## src/rtl/midterm_demux_if.sv

```systemverilog
// Bundle between the shared nibble bus, the demux and its three channel consumers.
// The slave side is the demux; the master side drives the words and the channel readies.
interface midterm_demux_if #(
  parameter int W  = 4,
  parameter int CW = 8
);
  logic [W-1:0]  in_data;
  logic [1:0]    in_sel;
  logic          in_valid;
  logic          in_ready;
  logic [W-1:0]  c_data;
  logic          c_valid;
  logic          c_ready;
  logic [W-1:0]  k_data;
  logic          k_valid;
  logic          k_ready;
  logic [W-1:0]  f_data;
  logic          f_valid;
  logic          f_ready;
  logic [CW-1:0] drop_count;

  modport slave (
    input  in_data, in_sel, in_valid, c_ready, k_ready, f_ready,
    output in_ready, c_data, c_valid, k_data, k_valid, f_data, f_valid, drop_count
  );

  modport master (
    output in_data, in_sel, in_valid, c_ready, k_ready, f_ready,
    input  in_ready, c_data, c_valid, k_data, k_valid, f_data, f_valid, drop_count
  );
endinterface

```

## src/rtl/midterm_demux.sv

```systemverilog
// Routes one nibble stream to the C, K or F channel by its select code; code 3 words are
// swallowed and counted. Each channel is a one-entry register with a valid/ready handshake.
module midterm_demux #(
  parameter int W  = 4,
  parameter int CW = 8
) (
  input  logic             clk,
  input  logic             rst_n,
  midterm_demux_if.slave   bus
);

  typedef enum logic {EMPTY, FULL} chan_state_t;

  localparam int NCH = 3;

  chan_state_t       state  [NCH];
  logic [W-1:0]      data_q [NCH];
  logic [NCH-1:0]    chan_ready;
  logic [NCH-1:0]    space;
  logic [NCH-1:0]    load;
  logic              accept;
  logic              drop;
  logic [CW-1:0]     drop_q;

  assign chan_ready = {bus.f_ready, bus.k_ready, bus.c_ready};

  // A channel can take a word when it is empty or is being emptied on this same edge.
  always_comb begin
    space = '0;
    for (int i = 0; i < NCH; i++) begin
      space[i] = (state[i] == EMPTY) || chan_ready[i];
    end
  end

  always_comb begin
    bus.in_ready = 1'b1;
    case (bus.in_sel)
      2'd0:    bus.in_ready = space[0];
      2'd1:    bus.in_ready = space[1];
      2'd2:    bus.in_ready = space[2];
      default: bus.in_ready = 1'b1;
    endcase
  end

  assign accept = bus.in_valid && bus.in_ready;
  assign drop   = accept && (bus.in_sel == 2'd3);

  always_comb begin
    load = '0;
    for (int i = 0; i < NCH; i++) begin
      load[i] = accept && (bus.in_sel == 2'(i));
    end
  end

  // Load wins over drain, which gives back-to-back transfers with no bubble.
  always_ff @(posedge clk or negedge rst_n) begin
    if (!rst_n) begin
      for (int i = 0; i < NCH; i++) begin
        state[i]  <= EMPTY;
        data_q[i] <= '0;
      end
    end else begin
      for (int i = 0; i < NCH; i++) begin
        if (load[i]) begin
          state[i]  <= FULL;
          data_q[i] <= bus.in_data;
        end else if ((state[i] == FULL) && chan_ready[i]) begin
          state[i]  <= EMPTY;
        end
      end
    end
  end

  always_ff @(posedge clk or negedge rst_n) begin
    if (!rst_n) begin
      drop_q <= '0;
    end else if (drop && (drop_q != {CW{1'b1}})) begin
      drop_q <= drop_q + 1'b1;
    end
  end

  assign bus.c_data     = data_q[0];
  assign bus.k_data     = data_q[1];
  assign bus.f_data     = data_q[2];
  assign bus.c_valid    = (state[0] == FULL);
  assign bus.k_valid    = (state[1] == FULL);
  assign bus.f_valid    = (state[2] == FULL);
  assign bus.drop_count = drop_q;

endmodule

```

## src/flat_wrapper.sv

```systemverilog
// flat-port wrapper written by rule: the top's interface ports become plain ports
module midterm_demux_flat 
#(
  parameter int W  = 4,
  parameter int CW = 8
)
  (clk, rst_n, bus_in_data, bus_in_sel, bus_in_valid, bus_c_ready, bus_k_ready, bus_f_ready, bus_in_ready, bus_c_data, bus_c_valid, bus_k_data, bus_k_valid, bus_f_data, bus_f_valid, bus_drop_count);
  midterm_demux_if #(.W(W), .CW(CW)) bus_i ();
  input  logic clk;
  input  logic rst_n;
  input wire logic [$bits(bus_i.in_data)-1:0] bus_in_data;
  input wire logic [$bits(bus_i.in_sel)-1:0] bus_in_sel;
  input wire logic [$bits(bus_i.in_valid)-1:0] bus_in_valid;
  input wire logic [$bits(bus_i.c_ready)-1:0] bus_c_ready;
  input wire logic [$bits(bus_i.k_ready)-1:0] bus_k_ready;
  input wire logic [$bits(bus_i.f_ready)-1:0] bus_f_ready;
  output wire logic [$bits(bus_i.in_ready)-1:0] bus_in_ready;
  output wire logic [$bits(bus_i.c_data)-1:0] bus_c_data;
  output wire logic [$bits(bus_i.c_valid)-1:0] bus_c_valid;
  output wire logic [$bits(bus_i.k_data)-1:0] bus_k_data;
  output wire logic [$bits(bus_i.k_valid)-1:0] bus_k_valid;
  output wire logic [$bits(bus_i.f_data)-1:0] bus_f_data;
  output wire logic [$bits(bus_i.f_valid)-1:0] bus_f_valid;
  output wire logic [$bits(bus_i.drop_count)-1:0] bus_drop_count;
  assign bus_i.in_data = bus_in_data;
  assign bus_i.in_sel = bus_in_sel;
  assign bus_i.in_valid = bus_in_valid;
  assign bus_i.c_ready = bus_c_ready;
  assign bus_i.k_ready = bus_k_ready;
  assign bus_i.f_ready = bus_f_ready;
  assign bus_in_ready = bus_i.in_ready;
  assign bus_c_data = bus_i.c_data;
  assign bus_c_valid = bus_i.c_valid;
  assign bus_k_data = bus_i.k_data;
  assign bus_k_valid = bus_i.k_valid;
  assign bus_f_data = bus_i.f_data;
  assign bus_f_valid = bus_i.f_valid;
  assign bus_drop_count = bus_i.drop_count;
  midterm_demux #(.W(W), .CW(CW)) u_core (.clk(clk), .rst_n(rst_n), .bus(bus_i));
endmodule
```

## config.mk

```make
export PLATFORM = sky130hd
export DESIGN_NAME = midterm_demux_flat
export DESIGN_NICKNAME = d
export VERILOG_FILES = /design/src/rtl/midterm_demux_if.sv /design/src/rtl/midterm_demux.sv /design/src/flat_wrapper.sv
export SDC_FILE = /design/constraint.sdc
export NUM_CORES = 1
export LEC_CHECK = 0
export BUFFER_PORTS_ARGS = -buffer_cell sky130_fd_sc_hd__buf_2
export CORE_UTILIZATION = 43
export CTS_BUF_LIST = sky130_fd_sc_hd__clkbuf_8 sky130_fd_sc_hd__clkbuf_16
export CTS_CLUSTER_DIAMETER = 50
export DETAILED_ROUTE_END_ITERATION = 10
export PLACE_DENSITY = 0.73
export SLEW_MARGIN = 20
export SYNTH_ARGS = -nofsm -noshare
export SYNTH_HDL_FRONTEND = slang
export SYNTH_SLANG_ARGS = --single-unit
```

## constraint.sdc

```tcl
create_clock -name clk -period 1.3 [get_ports clk]
set_input_delay 0.26 -clock clk [delete_from_list [all_inputs] [get_ports clk]]
set_output_delay 0.26 -clock clk [all_outputs]
set_load 0.1 [all_outputs]
```

## Yosys cells after proc, flatten, opt, wreduce, memory -nomap -nowiden

Index checks and enable logic that the tools add are counted.

| word-level totals | value |
|---|---|
| flip-flop bits (word level) | 23 |
| input bits | 12 |
| output and inout bits | 24 |
| logic and storage cells | 38 |

| cells by class | value |
|---|---|
| $add $sub $neg | 1 |
| equality and inequality tests | 4 |
| multiplexer cells | 7 |
| bitwise gates (word level) | 3 |
| reductions and logical operators | 16 |

Operators with widths:

| kind | number |
|---|---|
| $logic_and A1 B1 Y1 | 9 |
| $add A8 B1 Y8 const B | 1 |
| $ne A8 B8 Y1 const B | 1 |
| $mux W1 | 6 |
| $reduce_bool A2 Y1 | 3 |
| $eq A2 B2 Y1 const B | 2 |
| $logic_or A1 B1 Y1 | 3 |
| $not A1 Y1 | 3 |
| $pmux W1 S3 | 1 |
| $eq A2 B1 Y1 const B | 1 |
| $logic_not A2 Y1 | 1 |

## Depth between registers and ports, before layout

Gate-level depths: netlist of the first run.

| logic depth | value |
|---|---|
| depth in word-level cells | 6 |
| gate-level depth with buffers | 4 |
| mapped depth without buffers | 4 |

## Least setup slack after synthesis of the first run

No wires, ideal clock.

| timing | value |
|---|---|
| path kind | register -> output |
| start | register u_core.state (netlist bit u_core.bus.c_valid) |
| end | output port bus_in_ready |
| data arrival time | 3.168 ns |
| setup slack | -2.128 ns |
| cell stages (with the launch flop) | 4 |
| buffers on the path | 0 |
| cells stage by stage | dfrtp_1 nand2b_1 mux2i_1 o21ai_0 |

| on the way | value |
|---|---|
| longest elaborated chain between the ends | 3 |

Ends and longest elaborated chain:

| element | line | RTL |
|---|---|---|
| from (decl) | midterm_demux.sv:16 | `chan_state_t state [NCH];` |
| from (signal, indexed assignment) | midterm_demux.sv:59 | `state[i] <= EMPTY;` |
| from (signal, indexed assignment) | midterm_demux.sv:65 | `state[i] <= FULL;` |
| from (signal, indexed assignment) | midterm_demux.sv:68 | `state[i] <= EMPTY;` |
| $not A1 Y1 | midterm_demux.sv:31 | `space[i] = (state[i] == EMPTY) \|\| chan_ready[i];` |
| $logic_or A1 B1 Y1 | midterm_demux.sv:31 |  |
| $pmux W1 S3 | midterm_demux.sv:37 | `case (bus.in_sel)` |
| to (decl) | flat_wrapper.sv:17 | `output wire logic [$bits(bus_i.in_ready)-1:0] bus_in_ready;` |

No other way between the ends.

## Worst setup path in the final report of the first run

Same ends and word-level chain as after synthesis.

==> results.toml, run 1 <==
[final_layout]
seqCellArea_um2 = 616.8
final_cells = 165
layout-drive-gt1-share_pct = 75.18
antenna-diode-count = 0
fill_cells = 88
final_area_mm2 = 0.002042
multi_input_area_um2 = 611.8
final_nets = 151
utilization_pct = 90.57
syn_to_final_growth_pct = 93.14

[cts]
clk_latency_ps = 260
ctsLongestPathBuffers = 2
htreeDepth = 1
cts.sinks = 23
cts_buffers = 3
cts.clk_slew.worst_paths_ps = 80
cts_tree = "built"
cts_root_buffer = "clkbuf_8"

[route]
postRouteAntennaNets = 0
drc_errors = 0
viasPerCell = 5.624
drt_iter0_drc = 7
via_count = 928
avgRoutedWirePerCell_um = 20.88
wirelength_um = 3445
first_pass_iters = 4

[grt]
antenna_found_initial = 0
grt_max_degree = 24
grt_overflow_total = 0
grt_pass1_vias = 942
grt_usage_pct = 25.11
grt_pass1_wl_um = 4747

[power]
p_comb_share_pct = 62.7
irDropWorstVdd_mv = 2.219
powerDensity_mw_per_mm2 = 2099
clkPwrFrac_pct = 10.2
p_leak_nw = 0.8922
p_int_mw = 2.209
p_sw_mw = 2.076
power.share.switching_pct = 48.45
p_seq_share_pct = 27.1
p_total_mw = 4.285

[synthesis]
ys_seq_area_share_pct = 54.44
synthesis.nets = 92
synth_area_leaders = "dfrtp_1, mux2_2, mux2_4"
ys_warn_count = 0
synth_compound_area_share_pct = 4.615
synth_mux_area_share_pct = 19.41
synth-seq-cells = 23
syn_area_mm2 = 0.001057
yosys.area.top_type = "dfrtp_1"
avgSynthCellArea_um2 = 13.38
yosys.area_share.adder_pct = 1.183
synth_cell_type_count = 26
yosysTopAreaCellShare_pct = 54.44
synthXorXnorAreaFrac_pct = 3.314
synth_top_family_by_area = "multiplexers"
synth-edff-count = 0
netlist_instances = 79
synth-main-ff-cell = "dfrtp_1"
async_reset_ff_share_pct = 100.0
synthSimpleGateAreaFrac_pct = 15.27

[setup_path]
critPathLaunchType = "register"
critPathMaxFanout = 3
cp-startpoint = "u_core.bus.c_valid"
arrival_ps = 1290
required_ps = 1040
r2r-start = "u_core.bus.drop_count[1]"
cp-end-kind = "output port"
crit_type = "reg2out"

[job]
maxCapViolations = 0

[place]
gp_congestion = 0.7944
dpl_cell_area_mm2 = 0.001864
dpl.cell_count = 155
io_buffers = 35
hpwl_um = 2119
pre_cts_ws_ps = -85.65

[worst_hold_path]
hp-start = "bus_in_data[1]"
hold_path.class = "in2reg"

[sta]
setup_viol = 24
rsz0062_at_grt = "true"
fin_hold_ws_ps = 253.9
hold_viol = 0
fmax_mhz = 644.6
timing.final.ws_setup_ps = -251.4
period_needed_ps = 1551
slew_headroom_pct = 64.66
min_period_over_period_pct = 119.3
tightestPinTransition_ps = 530.1
finalClockSkew_ps = 3.432
fin_tns_setup_ps = -1602
drv_slew = 0

[floorplanning]
core_mm2 = 0.002255
die_h_um = 51.59
floorplan.rows = 17
die-area_mm2 = 0.002661
io_pins = 36
initial_utilization_pct = 46.89
dieWidth_um = 51.59

[run_status]
status = "finished, violations left"
violations = "negative setup slack"
[state kept, by name (all words and copies together), names as in the netlist]
signal                 count
u_core.bus.drop_count      8
u_core.bus.c_data          4
u_core.bus.f_data          4
u_core.bus.k_data          4
u_core.bus.c_valid         1
u_core.bus.f_valid         1
u_core.bus.k_valid         1
[kinds of logic (layout without fill, tap and decap cells)]
family | Yosys count | count (layout)
multiplexers | 17 | 17
adder cells (fa/ha/maj) | 1 | 1
AO/OA/AOI/OAI | 7 | 7
AND/OR/NAND/NOR | 25 | 25
buffers and inverters | 2 | 60
XOR/XNOR | 4 | 4
flip-flops | 23 | 23
[path summary, 6_finish.rpt]
path                                                  to  slack, ps  cells past startpoint
worst max-delay path                        bus_in_ready       -250                      4
worst min-delay path                u_core.bus.k_data[1]        250                      2
worst max register to register  u_core.bus.drop_count[2]       -150                      5
worst min register to register      u_core.bus.c_data[1]        590                      1
max in group asynchronous       u_core.bus.drop_count[6]        400                      2
min in group asynchronous           u_core.bus.f_data[2]        500                      2
[power by group through the flow]
stage / logic [mW] / clock network [mW] / registers, mW
final: 2.69 / 0.438 / 1.16
after global routing: 2.76 / 0.468 / 1.18
after CTS: 2.58 / 0.448 / 1.14
after detailed placement: 2.45 / 0 / 1.16
after global placement: 2.40 / 0 / 1.14
after floorplan: 0.322 / 0 / 2.28
[cell type report]
cell class	instances	area share [%]
timing repair buffer	56	35.91
multi-input combinational	54	29.96
clock inverter	1	0.1838
clock buffer	3	2.022
sequential	23	30.21
tap	28	1.716
[synthesized netlist by cell type (2+ instances only)]
cell type / n
xnor2_1: 4
mux2_1: 3
nand2_1: 7
dfrtp_1: 23
nand4_1: 3
nand2b_1: 4
mux2_2: 9
mux2_4: 4
o21ai_0: 3
and3_1: 2
o2111ai_1: 2
[worst max-delay path: stages, from the launching register on]
cell and delay, ps:
dfrtp_4 500, nand2b_4 100, mux2i_4 70, o21ai_4 160, buf_12 190
[layer usage]
metal	vias to the layer above	part of all wire, %	global-route usage (%)
met5	-	0	0
met4	0	2.3	8.108
met3	8	5.7	5.263
met2	40	54	45.02
met1	480	38	29.68
li1	400	-	-
[repair_timing]
action	CTS	global route
hold endpoints to repair	23	0
hold buffers	1	0
endpoints found under the setup margin	20	27
pin swaps	4	4
resized for setup	9	13
buffers inserted	6	3
[cells in the final DEF, fill, tap and decap left out]
cell type	instances
o21ai_0	1
mux2i_4	1
nor3_2	1
nand2_2	1
inv_1	1
dlygate4sd3_1	1
nand4_4	1
nand2_1	6
nor2b_2	1
nor2_4	1
o2111ai_2	1
nor3b_4	1
mux2_2	5
buf_12	24
buf_6	10
buf_2	11
o211ai_1	1
and3_2	1
nand4_1	3
and3_4	1
ha_4	1
mux2_4	11
and2_1	1
nand3_1	1
nand2b_4	3
clkbuf_8	3
xnor2_1	3
o21ai_1	1
dfrtp_4	11
nand3b_1	1
xnor2_2	1
dfrtp_1	12
nand2b_1	1
o2111ai_4	1
and3_1	1
buf_4	10
o21ai_4	2
Note: power is estimated with default switching activity, not from simulation.
==> inputs of run 2 (changes only) <==
--- a/config.mk
+++ b/config.mk
@@ -11,6 +11,7 @@
 export CTS_CLUSTER_DIAMETER = 50
 export DETAILED_ROUTE_END_ITERATION = 10
 export PLACE_DENSITY = 0.73
+export SETUP_SLACK_MARGIN = 0.02
 export SLEW_MARGIN = 20
 export SYNTH_ARGS = -nofsm -noshare
 export SYNTH_HDL_FRONTEND = slang
==> results.toml, run 2 (synthesized netlist as in run 1, its figures left out) <==
[cts]
htreeDepth = 1
cts_tree = "built"
cts.sinks = 23
cts.clk_slew.worst_paths_ps = 80
cts_buffers = 3
clk_latency_ps = 270
ctsLongestPathBuffers = 2
cts_root_buffer = "clkbuf_8"

[sta]
timing.final.ws_setup_ps = -260.3
fmax_mhz = 640.9
min_period_over_period_pct = 120.0
finalClockSkew_ps = 6.590
period_needed_ps = 1560
hold_viol = 0
setup_viol = 21
rsz0062_at_grt = "true"
slew_headroom_pct = 65.15
drv_slew = 0
tightestPinTransition_ps = 522.8

[final_layout]
syn_to_final_growth_pct = 99.53
final_nets = 157
antenna-diode-count = 0
fill_cells = 64
largest_register_ff_count = 8
layout-drive-gt1-share_pct = 76.92
mostFrequentLayoutCells = "buf_12, buf_6, buf_4, mux2_4, dfrtp_1"
final_area_mm2 = 0.002110
layout_commonest_cell = "buf_12"

[setup_path]
required_ps = 1040
crit_family = "flip-flops"
critPathMaxStageDelay_ps = 500
cp_slowest_cell = "dfrtp_4"
worstRegToRegCells = 5
cp-end-kind = "output port"
critPathMaxFanout = 3
arrival_ps = 1300
crit_type = "reg2out"
critPathBufInv = 1
crit_chain = "nand2b_4, mux2i_4, o21ai_4, buf_12"
critPathLaunchType = "register"
crit_cells = 4

[route]
wirelength_um = 3455
viasPerCell = 5.392
first_pass_iters = 4
drc_errors = 0
avgRoutedWirePerCell_um = 20.20
via_count = 922
postRouteAntennaNets = 0
drt_iter0_drc = 17

[place]
io_buffers = 35
gp_congestion = 0.7944
hpwl_um = 2119
dpl_cell_area_mm2 = 0.001864

[grt]
grt_pass1_vias = 973
grt_usage_pct = 26.49
grt_max_degree = 24
grt_pass1_wl_um = 4981
grt_overflow_total = 0
antenna_found_initial = 0

[power]
p_total_mw = 4.308
powerDensity_mw_per_mm2 = 2042
irDropWorstVdd_mv = 2.294
p_leak_nw = 0.9262

[worst_hold_path]
holdPathStages = 2
hold_path.class = "in2reg"

[floorplanning]
io_pins = 36
die_h_um = 51.59
die-area_mm2 = 0.002661
dieWidth_um = 51.59
initial_utilization_pct = 46.89
core_mm2 = 0.002255
floorplan.rows = 17

[run_status]
status = "finished, violations left"
violations = "negative setup slack"

[job]
maxCapViolations = 0
-- run 2: worst reg2reg max path, delay by kind of cell, from the launching register on --
kind / cells / cell delay (ps)
buf+inv: 2 / 200
flops: 1 / 490
mux: 1 / 310
simple gates: 2 / 320
-- run 2: cell type report --
class / count / area [µm²] / area share (%)
clock buffers: 3 / 41.29 / 1.957
multi-input cells: 54 / 623.1 / 29.54
flip-flops and latches: 23 / 616.8 / 29.24
well taps: 28 / 35.03 / 1.661
clock inverters: 1 / 3.754 / 0.1779
repair buffers: 62 / 789.5 / 37.43
-- run 2: worst paths after layout --
check,from,slack [ps],end
max reg2reg,u_core.bus.k_valid,-140,u_core.bus.k_data[2]
max,u_core.bus.c_valid,-260,bus_in_ready
max in group asynchronous,rst_n,410,u_core.bus.f_valid
min in group asynchronous,rst_n,490,u_core.bus.drop_count[2]
min reg2reg,u_core.bus.k_data[0],590,u_core.bus.k_data[0]
min,bus_in_data[0],250,u_core.bus.f_data[0]
-- run 2: metal layers --
layer / share of wire [%] / track usage (%) / vias to the layer above / wire length [µm]
li1: - / - / 409 / -
met2: 52 / 47.62 / 45 / 1784
met3: 6.1 / 4.971 / 14 / 211
met1: 38 / 31.76 / 454 / 1330
met5: 0 / 0 / - / 0
met4: 3.7 / 8.108 / 0 / 129
-- run 2: timing repair --
| action | 4_1_cts | 5_1_grt |
|---|---|---|
| endpoints found under the hold margin | 23 | 0 |
| setup endpoints to repair | 23 | 29 |
| pin swaps | 5 | 5 |
| hold buffers | 1 | 0 |
| buffers inserted | 7 | 6 |
| resized for setup | 16 | 12 |
-- run 2: per-stage QoR --
stage	hold slack, ps	setup slack [ps]	utilization [%]	setup TNS (ps)	instances
finish	251.9	-260.3	93.56	-1536	171
global route	259.2	-293.2	93.56	-2417	171
CTS	247.2	-224.6	89.84	-1109	167
detailed placement	264.6	-85.65	82.69	-564.8	155
global placement	256.1	-50.68	82.69	-264.2	155
floorplan	-35.59	-347.3	-	-2823	79
-- run 2: power by group --
part	switching, mW	leakage, nW	internal, mW
clock	0.228	0.0269	0.211
sequential	0.228	0.269	0.925
combinational	1.60	0.631	1.11
total	2.06	0.926	2.25
==> inputs of run 3 (changes only) <==
--- a/config.mk
+++ b/config.mk
@@ -12,6 +12,7 @@
 export DETAILED_ROUTE_END_ITERATION = 10
 export PLACE_DENSITY = 0.73
 export SETUP_SLACK_MARGIN = 0.02
+export SKIP_CTS_REPAIR_TIMING = 1
 export SLEW_MARGIN = 20
 export SYNTH_ARGS = -nofsm -noshare
 export SYNTH_HDL_FRONTEND = slang
==> results.toml, run 3 (synthesized netlist as in run 1, its figures left out) <==
[run_status]
status = "finished, violations left"
violations = "negative hold slack, negative setup slack"

[floorplanning]
floorplan.rows = 17
die_h_um = 51.59
die-area_mm2 = 0.002661
initial_utilization_pct = 46.89
core_mm2 = 0.002255
io_pins = 36
dieWidth_um = 51.59

[power]
clkPwrFrac_pct = 10.4
powerDensity_mw_per_mm2 = 2066
p_int_mw = 2.186
irDropWorstVdd_mv = 2.401
power.share.switching_pct = 48.51
p_comb_share_pct = 62.4
p_seq_share_pct = 27.1
p_leak_nw = 0.8964
p_total_mw = 4.244
p_sw_mw = 2.059

[final_layout]
seqCellArea_um2 = 616.8
multi_input_area_um2 = 615.6
antenna-diode-count = 0
final_nets = 152
mostFrequentLayoutCells = "buf_12, dfrtp_1"
syn_to_final_growth_pct = 94.32
layout_commonest_cell = "buf_12"
fill_cells = 82
largest_register_ff_count = 8
layout-drive-gt1-share_pct = 75.36

[setup_path]
cp_slowest_cell = "dfrtp_4"
critPathMaxStageDelay_ps = 500
critPathMaxFanout = 3
crit_type = "reg2out"
cp-end-kind = "output port"
arrival_ps = 1310
crit_chain = "nand2b_4, mux2i_4, o21ai_4, buf_12"
required_ps = 1040
critPathLaunchType = "register"
worstRegToRegCells = 4

[route]
via_count = 882
postRouteAntennaNets = 0
viasPerCell = 5.313
wirelength_um = 3356
first_pass_iters = 4
drt_iter0_drc = 8
avgRoutedWirePerCell_um = 20.22
drc_errors = 0

[cts]
htreeDepth = 1
cts_tree = "built"
cts.sinks = 23
cts.clk_slew.worst_paths_ps = 80
ctsLongestPathBuffers = 2
clk_latency_ps = 270
cts_buffers = 3
cts_root_buffer = "clkbuf_8"

[sta]
rsz0062_at_grt = "true"
drv_slew = 0
slew_headroom_pct = 65.14
fin_tns_setup_ps = -1324
tightestPinTransition_ps = 523.0
fmax_mhz = 638.8
fin_hold_ws_ps = -42.47
setup_viol = 26
period_needed_ps = 1566
min_period_over_period_pct = 120.4
timing.final.ws_setup_ps = -265.5
hold_viol = 23
finalClockSkew_ps = 0.5836

[grt]
grt_pass1_wl_um = 4450
grt_max_degree = 24
grt_usage_pct = 23.48
grt_pass1_vias = 890
grt_overflow_total = 0
antenna_found_initial = 0

[place]
hpwl_um = 2119
io_buffers = 35
pre_cts_ws_ps = -85.65
gp_congestion = 0.7944

[job]
maxCapViolations = 0

[worst_hold_path]
hold_path.class = "in2async"
## run 3: power by group through the flow
stage	Sequential [mW]	Clock [mW]	Combinational (mW)
global route	1.18	0.469	2.73
detailed placement	1.16	0	2.45
CTS	1.15	0.448	2.45
floorplan	2.28	0	0.322
global placement	1.14	0	2.40
finish	1.15	0.443	2.65
## run 3: area by class of cell
cell class,count,share of cell area (%)
timing repair buffer,57,36.11
clock inverter,1,0.1827
clock buffer,3,2.010
sequential,23,30.02
multi-input combinational,54,29.96
tap,28,1.705
## run 3: per-stage QoR
stage | util, % | area, µm² | instances
after detailed placement | 82.69 | 1864 | 155
final | 91.12 | 2054 | 166
after global routing | 91.12 | 2054 | 166
after CTS | 84.68 | 1909 | 159
after global placement | 82.69 | 1864 | 155
after floorplan | - | 1200 | 79
## run 3: final timing paths
check / slack, ps / from / to
hold reg to reg: 590 / u_core.bus.c_data[2] / u_core.bus.c_data[2]
setup / recovery: -270 / u_core.bus.k_valid / bus_in_ready
min in group clk: 250 / bus_in_data[0] / u_core.bus.f_data[0]
hold / removal: -40 / rst_n / u_core.bus.drop_count[6]
max in group asynchronous: 950 / rst_n / u_core.bus.f_valid
setup reg to reg: -120 / u_core.bus.drop_count[1] / u_core.bus.drop_count[1]
## run 3: routing by layer
metal,routed length [µm],vias up,global-route usage [%]
met4,113,0,8.108
li1,-,405,-
met5,0,-,0
met3,161,11,4.971
met2,1775,34,42.42
met1,1305,432,27.22
## run 3: worst max-delay path, delay by kind of cell (launching register included)
family	cells	cell delay, ps
AO/OA/AOI/OAI	1	160
AND/OR/NAND/NOR	1	100
flip-flops	1	500
buffers and inverters	1	200
multiplexers	1	80
